### src/rtl/pipe_addsub_acc_pkg.sv
// Shared types and helpers for the pipe_addsub_acc block: op-code encoding and
// the per-bit saturation helper used by the ALU when saturation is enabled.
package pipe_addsub_acc_pkg;

  typedef enum logic [1:0] {
    OP_ADD  = 2'b00,
    OP_SUB  = 2'b01,
    OP_ACC  = 2'b10,
    OP_LOAD = 2'b11
  } op_e;

  // Works bit by bit so it is width-agnostic: on overflow the MSB takes the true
  // sign and every lower bit its complement (0x7FF..F or 0x800..0).
  function automatic logic sat_w(input logic bit_in, input logic ovf,
                                 input logic neg, input logic is_msb);
    if (!ovf) return bit_in;
    return is_msb ? neg : !neg;
  endfunction

endpackage

### src/rtl/pipe_addsub_acc_if.sv
// Operand/result handshake bundle for pipe_addsub_acc. The producer and consumer
// side (testbench) uses master; the unit uses slave.
interface pipe_addsub_acc_if
  import pipe_addsub_acc_pkg::*;
#(
  parameter int W = 16
) ();
  logic         in_valid;
  logic         in_ready;
  op_e          op;
  logic [W-1:0] a;
  logic [W-1:0] b;
  logic         out_valid;
  logic         out_ready;
  logic [W-1:0] y;
  logic         carry;
  logic         ovf;

  modport master (
    output in_valid, op, a, b, out_ready,
    input  in_ready, out_valid, y, carry, ovf
  );

  modport slave (
    input  in_valid, op, a, b, out_ready,
    output in_ready, out_valid, y, carry, ovf
  );
endinterface

### src/rtl/pipe_addsub_acc_alu.sv
// Combinational ADD/SUB/ACC/LOAD datapath with carry/borrow and signed overflow.
// Define PIPE_ADDSUB_ACC_SAT_EN to clamp overflowing results instead of wrapping.
module pipe_addsub_acc_alu
  import pipe_addsub_acc_pkg::*;
#(
  parameter int W = 16
) (
  input  logic [W-1:0] a,
  input  logic [W-1:0] b,
  input  logic [W-1:0] acc,
  input  op_e          op,
  output logic [W-1:0] y,
  output logic         carry,
  output logic         ovf
);
  logic [W:0]   sum_add;
  logic [W:0]   sum_sub;
  logic [W:0]   sum_acc;
  logic [W-1:0] raw;

  // Bit W of the zero-extended difference is the unsigned borrow (a < b).
  assign sum_add = {1'b0, a} + {1'b0, b};
  assign sum_sub = {1'b0, a} - {1'b0, b};
  assign sum_acc = {1'b0, acc} + {1'b0, a};

  always_comb begin
    raw   = a;
    carry = 1'b0;
    ovf   = 1'b0;
    case (op)
      OP_ADD: begin
        raw   = sum_add[W-1:0];
        carry = sum_add[W];
        ovf   = (a[W-1] == b[W-1]) && (sum_add[W-1] != a[W-1]);
      end
      OP_SUB: begin
        raw   = sum_sub[W-1:0];
        carry = sum_sub[W];
        ovf   = (a[W-1] != b[W-1]) && (sum_sub[W-1] != a[W-1]);
      end
      OP_ACC: begin
        raw   = sum_acc[W-1:0];
        carry = sum_acc[W];
        ovf   = (acc[W-1] == a[W-1]) && (sum_acc[W-1] != acc[W-1]);
      end
      default: ;
    endcase
  end

`ifdef PIPE_ADDSUB_ACC_SAT_EN
  logic sat_neg;

  // On overflow the true sign is that of the first operand (acc for ACC).
  assign sat_neg = (op == OP_ACC) ? acc[W-1] : a[W-1];

  always_comb begin
    y = raw;
    for (int i = 0; i < W; i++) begin
      y[i] = sat_w(raw[i], ovf, sat_neg, i == W - 1);
    end
  end
`else
  assign y = raw;
`endif

endmodule

### src/rtl/pipe_addsub_acc.sv
// pipe_addsub_acc: pipelined add/sub/accumulate with valid/ready on both sides.
// Saturating results are selected at build time with PIPE_ADDSUB_ACC_SAT_EN.
module pipe_addsub_acc
  import pipe_addsub_acc_pkg::*;
#(
  parameter int W      = 16,
  parameter int STAGES = 3
) (
  input logic              clk,
  input logic              rst,
  pipe_addsub_acc_if.slave bus
);
  logic         stall;

  logic         vld_p1;
  logic [W-1:0] a_p1;
  logic [W-1:0] b_p1;
  op_e          op_p1;

  logic [W-1:0] acc;
  logic [W-1:0] alu_y;
  logic         alu_carry;
  logic         alu_ovf;

  logic         vld_pn   [2:STAGES];
  logic [W-1:0] y_pn     [2:STAGES];
  logic         carry_pn [2:STAGES];
  logic         ovf_pn   [2:STAGES];

  // A held result freezes the whole pipe, so nothing can be overwritten or lost.
  assign stall        = vld_pn[STAGES] && !bus.out_ready;
  assign bus.in_ready = !rst && !stall;

  // Stage 1: operand capture
  always_ff @(posedge clk) begin
    if (rst) begin
      vld_p1 <= 1'b0;
    end else if (!stall) begin
      vld_p1 <= bus.in_valid;
    end
  end

  always_ff @(posedge clk) begin
    if (!stall) begin
      a_p1  <= bus.a;
      b_p1  <= bus.b;
      op_p1 <= bus.op;
    end
  end

  pipe_addsub_acc_alu #(.W(W)) u_alu (
    .a     (a_p1),
    .b     (b_p1),
    .acc   (acc),
    .op    (op_p1),
    .y     (alu_y),
    .carry (alu_carry),
    .ovf   (alu_ovf)
  );

  // Stage 2: result/flags registered, acc updated; stages 3..STAGES delay only
  always_ff @(posedge clk) begin
    if (rst) begin
      acc <= '0;
      for (int s = 2; s <= STAGES; s++) begin
        vld_pn[s]   <= 1'b0;
        y_pn[s]     <= '0;
        carry_pn[s] <= 1'b0;
        ovf_pn[s]   <= 1'b0;
      end
    end else if (!stall) begin
      vld_pn[2]   <= vld_p1;
      y_pn[2]     <= alu_y;
      carry_pn[2] <= alu_carry;
      ovf_pn[2]   <= alu_ovf;
      for (int s = 3; s <= STAGES; s++) begin
        vld_pn[s]   <= vld_pn[s-1];
        y_pn[s]     <= y_pn[s-1];
        carry_pn[s] <= carry_pn[s-1];
        ovf_pn[s]   <= ovf_pn[s-1];
      end
      if (vld_p1 && (op_p1 == OP_ACC || op_p1 == OP_LOAD)) begin
        acc <= alu_y;
      end
    end
  end

  assign bus.out_valid = vld_pn[STAGES];
  assign bus.y         = y_pn[STAGES];
  assign bus.carry     = carry_pn[STAGES];
  assign bus.ovf       = ovf_pn[STAGES];

endmodule
### src/flat_wrapper.sv
// flat-port wrapper written by rule: the top's interface ports become plain ports
module pipe_addsub_acc_flat import pipe_addsub_acc_pkg::*;
#(
  parameter int W      = 16,
  parameter int STAGES = 3
)
  (clk, rst, bus_in_valid, bus_op, bus_a, bus_b, bus_out_ready, bus_in_ready, bus_out_valid, bus_y, bus_carry, bus_ovf);
  pipe_addsub_acc_if #(.W(W)) bus_i ();
  input logic clk;
  input logic rst;
  input wire logic [$bits(bus_i.in_valid)-1:0] bus_in_valid;
  input wire logic [$bits(bus_i.op)-1:0] bus_op;
  input wire logic [$bits(bus_i.a)-1:0] bus_a;
  input wire logic [$bits(bus_i.b)-1:0] bus_b;
  input wire logic [$bits(bus_i.out_ready)-1:0] bus_out_ready;
  output wire logic [$bits(bus_i.in_ready)-1:0] bus_in_ready;
  output wire logic [$bits(bus_i.out_valid)-1:0] bus_out_valid;
  output wire logic [$bits(bus_i.y)-1:0] bus_y;
  output wire logic [$bits(bus_i.carry)-1:0] bus_carry;
  output wire logic [$bits(bus_i.ovf)-1:0] bus_ovf;
  assign bus_i.in_valid = bus_in_valid;
  assign bus_i.op = bus_op;
  assign bus_i.a = bus_a;
  assign bus_i.b = bus_b;
  assign bus_i.out_ready = bus_out_ready;
  assign bus_in_ready = bus_i.in_ready;
  assign bus_out_valid = bus_i.out_valid;
  assign bus_y = bus_i.y;
  assign bus_carry = bus_i.carry;
  assign bus_ovf = bus_i.ovf;
  pipe_addsub_acc #(.W(W), .STAGES(STAGES)) u_core (.clk(clk), .rst(rst), .bus(bus_i));
endmodule
### config.mk
export PLATFORM = sky130hd
export DESIGN_NAME = pipe_addsub_acc_flat
export DESIGN_NICKNAME = d
export VERILOG_FILES = /design/src/rtl/pipe_addsub_acc_pkg.sv /design/src/rtl/pipe_addsub_acc_if.sv /design/src/rtl/pipe_addsub_acc_alu.sv /design/src/rtl/pipe_addsub_acc.sv /design/src/flat_wrapper.sv
export SDC_FILE = /design/constraint.sdc
export NUM_CORES = 1
export LEC_CHECK = 0
export ABC_AREA = 1
export CAP_MARGIN = 40
export CORE_ASPECT_RATIO = 1.1
export CORE_MARGIN = 2
export CORE_UTILIZATION = 30
export CTS_CLUSTER_SIZE = 8
export DETAILED_ROUTE_END_ITERATION = 10
export GPL_TIMING_DRIVEN = 0
export SKIP_CTS_REPAIR_TIMING = 1
export SYNTH_ARGS = -nofsm -noshare
export SYNTH_HDL_FRONTEND = slang
export SYNTH_SLANG_ARGS = --single-unit
### constraint.sdc
create_clock -name clk -period 2.9 [get_ports clk]
set_input_delay 0.58 -clock clk [delete_from_list [all_inputs] [get_ports clk]]
set_output_delay 0.58 -clock clk [all_outputs]
set_load 0.005 [all_outputs]
# Word level (Yosys, flattened, before mapping)
# Memory sizes are Yosys's and may differ from the RTL's.
# Index checks and enable logic that the tools add are counted.
# op_classes
n_addsub	3
eq_ne	9
n_mux	16
bitwise_logic	9
n_reduce_logical	12
# ops
op	count
16-bit case mux with 3 select lines	1
16-bit by 16-bit adder with 17-bit output	2
16-bit two-way mux	2
16-bit by 16-bit subtractor with 17-bit output	1
1-bit two-way mux	11
1-bit OR	8
1-bit logical AND	6
1-bit case mux with 3 select lines	2
2-bit == test, second input constant	2
1-bit inequality test	4
1-bit zero test	3
1-bit == test	2
2-bit by 1-bit == test with 1-bit output, second input constant	1
2-bit zero test	1
2-bit AND reduction	1
1-bit logical OR	1
1-bit NOT	1
# totals
regBits	51
ramBits	38
in_bits	38
out_inout_bits	20
elab_cells	58
mem_count	4
# memory_table
memory	depth	word_bits	read_ports	rd_ports_with_merged_regs	write_ports	line_no	source
u_core.y_pn	2	16	2	0	2	pipe_addsub_acc.sv:26	logic [W-1:0] y_pn [2:STAGES];
u_core.carry_pn	2	1	2	0	2	pipe_addsub_acc.sv:27	logic carry_pn [2:STAGES];
u_core.ovf_pn	2	1	2	0	2	pipe_addsub_acc.sv:28	logic ovf_pn [2:STAGES];
u_core.vld_pn	2	1	2	0	2	pipe_addsub_acc.sv:25	logic vld_pn [2:STAGES];

# Logic depth before layout (Yosys ltp)
# Gate-level depths: netlist of run 1.
# logic_depth
ltp_word	6
ltp_mapped	16
depth_no_buf	15

# Cells and area by module
# From an unflattened synthesis of run 1, not the netlist that was laid out.
# unflattened
cells_unflattened	931
hier_area_um2	6766.5
# by_module_without_submodules
mod	instances	cells_per_inst	area_per_inst_um2	seq_area_each_um2
pipe_addsub_acc_alu	1	663	3423.3	0.0
pipe_addsub_acc	1	268	3343.2	2502.4

# Least setup slack after synthesis of run 1
# No wires, ideal clock.
# synth_timing
path_kind	register to register
start	register u_core.a_p1[0]
end	register, netlist name u_core.y_pn[1][6]
arrival_time_ns	1.878
required_ns	2.634
setup_slack_ns	0.756
path_stages_with_launch	12
synth_period_minus_slack_ns	2.144
cell_sequence	edfxtp_1 ha_1 fa_1 nand3_1 nand3_1 nand2_1 nand2_1 or2_1 nand3_1 nand2_1 o22ai_1 nor2_1
# synth_rtl
item	line_no	source
start, declared	pipe_addsub_acc.sv:16	logic [W-1:0] a_p1;
start signal, assigned	pipe_addsub_acc.sv:45	a_p1 <= bus.a;

# Worst setup path after layout of run 1
# layout_timing
start	input bus_out_ready
end	output bus_in_ready
# layout_via
elab_chain_len	4
# layout_rtl
item	line_no	source
start, declared	flat_wrapper.sv:15	input wire logic [$bits(bus_i.out_ready)-1:0] bus_out_ready;
1-bit zero test	pipe_addsub_acc.sv:31	assign stall = vld_pn[STAGES] && !bus.out_ready;
1-bit logical AND	pipe_addsub_acc.sv:31	
1-bit zero test	pipe_addsub_acc.sv:32	assign bus.in_ready = !rst && !stall;
1-bit logical AND	pipe_addsub_acc.sv:32	
end, declared	flat_wrapper.sv:16	output wire logic [$bits(bus_i.in_ready)-1:0] bus_in_ready;
# Every way passes these cells.

==> impl_metrics.py, run 1 <==
metrics = {
    "pwr": {
        "pwr-share-seq": 0.398,
        "sw_frac_of_total": 0.3074,
        "leakagePower_nw": 3.889,
        "ir_worst_vdd_mv": 0.2792,
        "clock_power_share": 0.330,
        "p_comb_frac": 0.272,
        "power_density_nw_per_um2": 493.3,
        "power.switching_mw": 1.203,
        "p_int_mw": 2.710,
        "p_total_mw": 3.913,
    },
    "routing": {
        "drtIter0Drc": 381,
        "drt-pass1-iter-count": 5,
        "drtAntennaViolNets": 0,
        "vias": 5523,
        "drc_errors": 0,
        "viasPerCell": 4.342,
        "wire_per_inst_um": 12.45,
        "wirelength_um": 15840,
    },
    "synthesis": {
        "yosysSeqAreaShare": 0.3769,
        "yosysWarnings": 0,
        "synth_cell_types": 42,
        "synth_top_flop_cell": "edfxtp_1",
        "synth.cell_area_um2": 6639,
        "synth_top_area_share": 0.3257,
        "netlist_top_cells_area": "edfxtp_1, nand2_1, inv_1",
        "postSynth.asyncResetShare": 0,
        "synth_edf_count": 72,
        "avgSynthCellArea_um2": 7.352,
        "synth_fp_nets": 992,
        "synth_top_cell_by_area": "edfxtp_1",
        "synth-seq-cells": 89,
        "synthCells": 903,
    },
    "clocking": {
        "clk_pin_slew_ns": 0.07,
        "clockBufferDepth": 2,
        "tritoncts": "built",
        "root_buffer": "clkbuf_16",
        "clock_sinks": 89,
        "insertion_delay_ns": 0.36,
        "numCtsBuffers": 9,
        "htree_levels": 3,
    },
    "sta": {
        "finalSetupTns_ns": 0,
        "worst_pin_slew_ns": 0.8519,
        "rsz0062_at_grt": "false",
        "final_hold_viol_count": 0,
        "min_period_ns": 2.668,
        "max-slew-margin-rel": 0.4300,
        "slew_violations": 0,
        "setup_viol": 0,
        "fmax_mhz": 374.8,
        "skew_ns": 0.01549,
        "period_share": 0.9199,
    },
    "worst_hold_path": {
        "hold_path.class": "register to register",
    },
    "global_route": {
        "grt_overflow_total": 0,
        "grt_antenna_before_repair": 0,
        "grt_first_pass_wirelength_um": 26060,
        "grt_max_degree": 40,
        "track_usage": 0.1405,
        "grt_pass1_vias": 5374,
    },
    "worst_setup_path": {
        "crit_required_ns": 2.32,
        "startpoint_type": "input port",
        "cp_cell_sequence": "clkdlybuf4s50_1, nor2_1, nor2_1, buf_2, clkdlybuf4s50_1",
        "path_class": "input port to output port",
        "arrival_ns": 2.09,
        "worstPathMaxFanout": 10,
        "crit_path_top_delay_cell": "clkdlybuf4s50_1",
        "max_stage_delay_ns": 0.47,
        "end_kind": "output port",
    },
    "finish": {
        "area_delta_synth_final_pct": 19.47,
        "ff_latch_area_um2": 2502,
        "final_area_um2": 7931,
        "drive_gt1_frac": 0.09928,
        "n_antenna_cell": 0,
        "nNetsFinal": 1061,
        "final_cells": 1272,
        "num-fill-cells": 2361,
        "multi_input_area_um2": 3191,
    },
    "place": {
        "hpwl_um": 13010,
        "placed_cells": 1256,
        "portBuffers": 57,
        "gp_congestion": 0.8490,
        "dpl_cell_area_um2": 7609,
    },
    "run_status": {
        "outcome": "finished clean",
    },
    "floorplanning": {
        "design.core.area_um2": 21890,
        "dieArea_um2": 23340,
        "rows": 57,
        "die_h_um": 160.0,
        "fp.dieW_um": 145.8,
        "boundaryPins": 58,
        "start_util": 0.3032,
    },
    "run": {
        "cap_violations": 0,
    },
}
## cells by family after synthesis
logic type,Yosys count,share of synthesized area
xor+xnor,3,0.003959
flops,89,0.3769
compound gates,99,0.08443
buf+inv,215,0.1429
fa+ha+maj,51,0.09951
simple gates,446,0.2923
## power by group through the flow
stage                     combinational [mW]  clock, mW  sequential [mW]
after CTS                               1.06       1.31             1.56
after global routing                    1.21       1.37             1.57
after detailed placement                1.06          0             1.59
after global placement                  1.05          0             1.59
final                                   1.06       1.29             1.56
after floorplan                        0.758          0             1.57
## flip-flops by register name (all words and copies together), names as in the netlist
register / flops
u_core.vld_pn: 2
u_core.ovf_pn: 2
u_core.acc: 16
u_core.b_p1: 16
u_core.carry_pn: 2
u_core.vld_p1: 1
u_core.a_p1: 16
u_core.y_pn: 32
u_core.op_p1: 2
## layout by cell type, fill, tap and decap left out, drive strengths merged, types with 3 or more instances in the layout
| cell type | n |
|---|---|
| nor2 | 95 |
| nand4 | 12 |
| nor3 | 10 |
| inv | 176 |
| clkdlybuf4s50 | 57 |
| fa | 3 |
| ha | 48 |
| dfxtp | 17 |
| nand3 | 71 |
| o21ai | 38 |
| edfxtp | 72 |
| o21bai | 3 |
| or2 | 4 |
| clkbuf | 19 |
| and2 | 7 |
| nand2 | 245 |
| a21oi | 47 |
| buf | 33 |
| a31oi | 5 |
## metrics by stage
stage | hold slack [ns] | worst slack (ns) | util
final | 0.5406 | 0.2322 | 0.3622
after global routing | 0.5590 | 0.1071 | 0.3622
after CTS | 0.5469 | 0.1960 | 0.3622
after detailed placement | 0.5299 | 0.1910 | 0.3475
after global placement | 0.5193 | 0.03353 | 0.3461
after floorplan | 0.4846 | 0.7563 | -
## layout make-up
cell class / instances / share of cell area
multi-input cells: 599 / 0.4023
flip-flops and latches: 89 / 0.3155
inverters: 176 / 0.08329
repair buffers: 58 / 0.07541
well taps: 295 / 0.04654
plain buffers: 39 / 0.03628
clock buffers: 12 / 0.03108
clock inverters: 4 / 0.009623
## synth_stat cells (all sizes together), types with 5 or more instances
cell      n
ha       48
dfxtp    17
a21oi    47
a31oi     5
clkbuf    7
o21ai    38
inv     175
nand4    12
nor3     10
nor2     95
buf      32
nand3    71
and2      7
edfxtp   72
nand2   245
## metal layers
layer	GRT usage	part of all wire	up-vias
li1	-	-	2983
met5	0	0	-
met2	0.2431	0.47	89
met4	0.04055	0.013	0
met3	0.01771	0.024	13
met1	0.1840	0.49	2438
## path summary, 6_finish.rpt
check | start | end | slack (ns) | cells after the start
setup / recovery | bus_out_ready | bus_in_ready | 0.23 | 5
hold / removal | u_core.vld_p1$_SDFFE_PP0N_ | u_core.vld_p1$_SDFFE_PP0N_ | 0.54 | 2
setup reg to reg | u_core.a_p1[0]$_DFFE_PN_ | u_core.y_pn[1][12]$_SDFFCE_PN0P_ | 0.36 | 12
hold reg to reg | u_core.vld_p1$_SDFFE_PP0N_ | u_core.vld_p1$_SDFFE_PP0N_ | 0.54 | 2
## critical path: cells and delay by family
kind                   cells  cell delay [ns]
buffers and inverters      3             1.07
AND/OR/NAND/NOR            2             0.44
No activity file was read; power rests on OpenSTA's default activity.
==> run 2, diff against run 1 <==
--- a/config.mk
+++ b/config.mk
@@ -5,7 +5,6 @@
 export SDC_FILE = /design/constraint.sdc
 export NUM_CORES = 1
 export LEC_CHECK = 0
-export ABC_AREA = 1
 export CAP_MARGIN = 40
 export CORE_ASPECT_RATIO = 1.1
 export CORE_MARGIN = 2
==> run 2 against run 1 <==
Compared with the run above: via count decreased by 17%; hold slack got worse by 0.072 ns; design area decreased by 7.2%; sequential share of layout area increased by 2.5 points; count of clock-buffer cells in the layout decreased by 3; cell count decreased by 28%; clock skew decreased by 0.0058 ns; register-to-register slack got worse by 0.27 ns; total power decreased by 4.1%; flip-flop and latch count unchanged; global-route usage decreased by 0.56 points; critical path type is now register to register.
==> impl_metrics.py, run 2 <==
metrics = {
    "routing": {
        "drtIter0Drc": 293,
        "drt-pass1-iter-count": 5,
        "wirelength_um": 14230,
        "drc_errors": 0,
        "vias": 4571,
        "drtAntennaViolNets": 0,
        "viasPerCell": 5.023,
        "wire_per_inst_um": 15.64,
    },
    "clocking": {
        "clockBufferDepth": 2,
        "htree_levels": 3,
        "clk_pin_slew_ns": 0.07,
        "clock_sinks": 89,
        "insertion_delay_ns": 0.35,
        "root_buffer": "clkbuf_16",
        "numCtsBuffers": 9,
        "tritoncts": "built",
    },
    "synthesis": {
        "synth.cell_area_um2": 5957,
        "avgSynthCellArea_um2": 10.24,
        "synth_top_flop_cell": "edfxtp_1",
        "synthTopCellsByCount": "edfxtp_1, ha_1, nand2_1, a21oi_1, nor2_1",
        "yosysWarnings": 0,
        "synth_edf_count": 72,
        "yosysMostFrequentCell": "edfxtp_1",
        "yosysSeqAreaShare": 0.4201,
        "synthCells": 582,
        "synth_top_cell_by_area": "edfxtp_1",
        "synth_fp_nets": 671,
        "synth_cell_types": 80,
        "synth-seq-cells": 89,
        "synth_top_area_share": 0.3629,
        "postSynth.asyncResetShare": 0,
        "netlist_top_cells_area": "edfxtp_1, ha_1, dfxtp_1",
    },
    "global_route": {
        "grt_overflow_total": 0,
        "grt_max_degree": 39,
        "grt_antenna_before_repair": 0,
        "track_usage": 0.1349,
        "grt_first_pass_wirelength_um": 22220,
        "grt_pass1_vias": 4229,
    },
    "floorplanning": {
        "die_h_um": 151.8,
        "dieArea_um2": 21000,
        "rows": 54,
        "fp.dieW_um": 138.4,
        "design.core.area_um2": 19660,
        "boundaryPins": 58,
        "start_util": 0.3030,
    },
    "pwr": {
        "power_density_nw_per_um2": 509.8,
        "clock_power_share": 0.325,
        "p_int_mw": 2.638,
        "power.switching_mw": 1.113,
        "ir_worst_vdd_mv": 0.2592,
        "pwr-share-seq": 0.414,
        "p_comb_frac": 0.261,
        "sw_frac_of_total": 0.2968,
        "leakagePower_nw": 2.992,
    },
    "worst_setup_path": {
        "end_kind": "register",
        "arrival_ns": 2.89,
        "path_class": "register to register",
        "crit_path_top_delay_cell": "edfxtp_1",
        "cp_top_family": "compound AO/OA/AOI/OAI gates",
        "startpoint_type": "register",
        "worstPathMaxFanout": 4,
        "path_buf_inv": 1,
        "max_stage_delay_ns": 0.44,
        "cp_cell_sequence": "ha_2, inv_1, fa_2, o21bai_2, a2111oi_4, nor3_2, o32a_1, a2111o_1, nand3_1, o32ai_1",
        "crit_required_ns": 2.98,
    },
    "sta": {
        "worst_pin_slew_ns": 0.8520,
        "min_period_ns": 2.812,
        "max-slew-margin-rel": 0.4320,
        "period_share": 0.9696,
        "setup_ws_ns": 0.08811,
        "final_hold_viol_count": 0,
        "skew_ns": 0.009690,
        "timing.hold.ws_ns": 0.4691,
        "slew_violations": 0,
        "fmax_mhz": 355.6,
        "setup_viol": 0,
    },
    "finish": {
        "area_delta_synth_final_pct": 23.52,
        "drive_gt1_frac": 0.1520,
        "largest_register": "u_core.y_pn",
        "layout_commonest_cell": "edfxtp_1",
        "nNetsFinal": 742,
        "n_antenna_cell": 0,
        "largest_reg_flops": 32,
        "layout_common_cells": "edfxtp_1, clkdlybuf4s50_1, ha_1, nand2_1, nor2_1",
    },
    "run": {
        "cap_violations": 0,
    },
    "place": {
        "place_ws_ns": -0.4177,
        "portBuffers": 57,
        "gp_congestion": 0.9246,
        "hpwl_um": 10800,
    },
    "worst_hold_path": {
        "hold_path.class": "register to register",
    },
    "run_status": {
        "outcome": "finished clean",
    },
}
==> run 2: cell count changes after synthesis, sizes merged, moves of 14 or more <==
cell	delta
clkbuf	+14
nand3	-57
and3	+23
nor2	-56
nand2	-205
xnor2	+22
inv	-136
==> run 2: routing by layer <==
| metal | routed length, um | part of all wire | vias up | global-route usage |
|---|---|---|---|---|
| met5 | 0 | 0 | - | 0 |
| met4 | 261 | 0.018 | 0 | 0.05510 |
| met3 | 673 | 0.047 | 19 | 0.02200 |
| met2 | 6423 | 0.45 | 122 | 0.2181 |
| met1 | 6875 | 0.48 | 2139 | 0.1815 |
| li1 | - | - | 2291 | - |
==> run 2: cell type report <==
class,count,area (um2)
repair buffers,62,620.6
multi-input cells,410,3218
inverters,40,150.1
clock inverters,7,76.32
fillers,1968,12300
plain buffers,41,250.2
well taps,252,315.3
clock buffers,9,225.2
flip-flops and latches,89,2502
==> run 2: final timing paths <==
kind	from	slack (ns)	endpoint	cells past startpoint
max reg2reg	u_core.a_p1[0]$_DFFE_PN_	0.09	u_core.carry_pn[1][0]$_DFFE_PP_	10
min reg2reg	u_core.acc[0]$_SDFFE_PP0P_	0.47	u_core.acc[0]$_SDFFE_PP0P_	2
min	u_core.acc[0]$_SDFFE_PP0P_	0.47	u_core.acc[0]$_SDFFE_PP0P_	2
max	u_core.a_p1[0]$_DFFE_PN_	0.09	u_core.carry_pn[1][0]$_DFFE_PP_	10
==> run 2: power groups by stage <==
stage | clock network, mW | registers (mW) | logic [mW]
floorplan | 0 | 1.56 | 0.648
global placement | 0 | 1.58 | 0.908
detailed placement | 0 | 1.58 | 0.913
CTS | 1.24 | 1.55 | 0.918
global route | 1.29 | 1.56 | 1.08
finish | 1.22 | 1.55 | 0.979
==> run 2: per-stage QoR <==
| step | power (mW) | util | TNS [ns] | instance area [um2] | cells |
|---|---|---|---|---|---|
| 2_1_floorplan | 2.209 | - | 0 | 5957 | 582 |
| 3_3_place_gp | 2.488 | 0.3480 | -52.53 | 6843 | 891 |
| 3_5_place_dp | 2.494 | 0.3492 | -0.7224 | 6867 | 892 |
| 4_1_cts | 3.709 | 0.3646 | -0.6112 | 7168 | 908 |
| 5_1_grt | 3.931 | 0.3743 | -0.05976 | 7358 | 910 |
| 6_report | 3.751 | 0.3743 | 0 | 7358 | 910 |
==> run 2: cell families (layout without fill, tap and decap cells) <==
group	after synthesis	in the layout	share of synthesized area
AO/OA/AOI/OAI	159	159	0.1993
XOR/XNOR	25	25	0.03676
buffers and inverters	83	159	0.06763
multiplexers	10	10	0.02625
adder cells (fa/ha/maj)	51	51	0.1109
AND/OR/NAND/NOR	165	165	0.1390
flip-flops	89	89	0.4201
==> run 2: worst register-to-register path, delay by kind of cell, from the launching register on <==
family | cells | cell delay (ns)
AO/OA/AOI/OAI | 5 | 1.39
adder cells (fa/ha/maj) | 2 | 0.44
buffers and inverters | 1 | 0.08
flip-flops | 1 | 0.44
AND/OR/NAND/NOR | 2 | 0.20
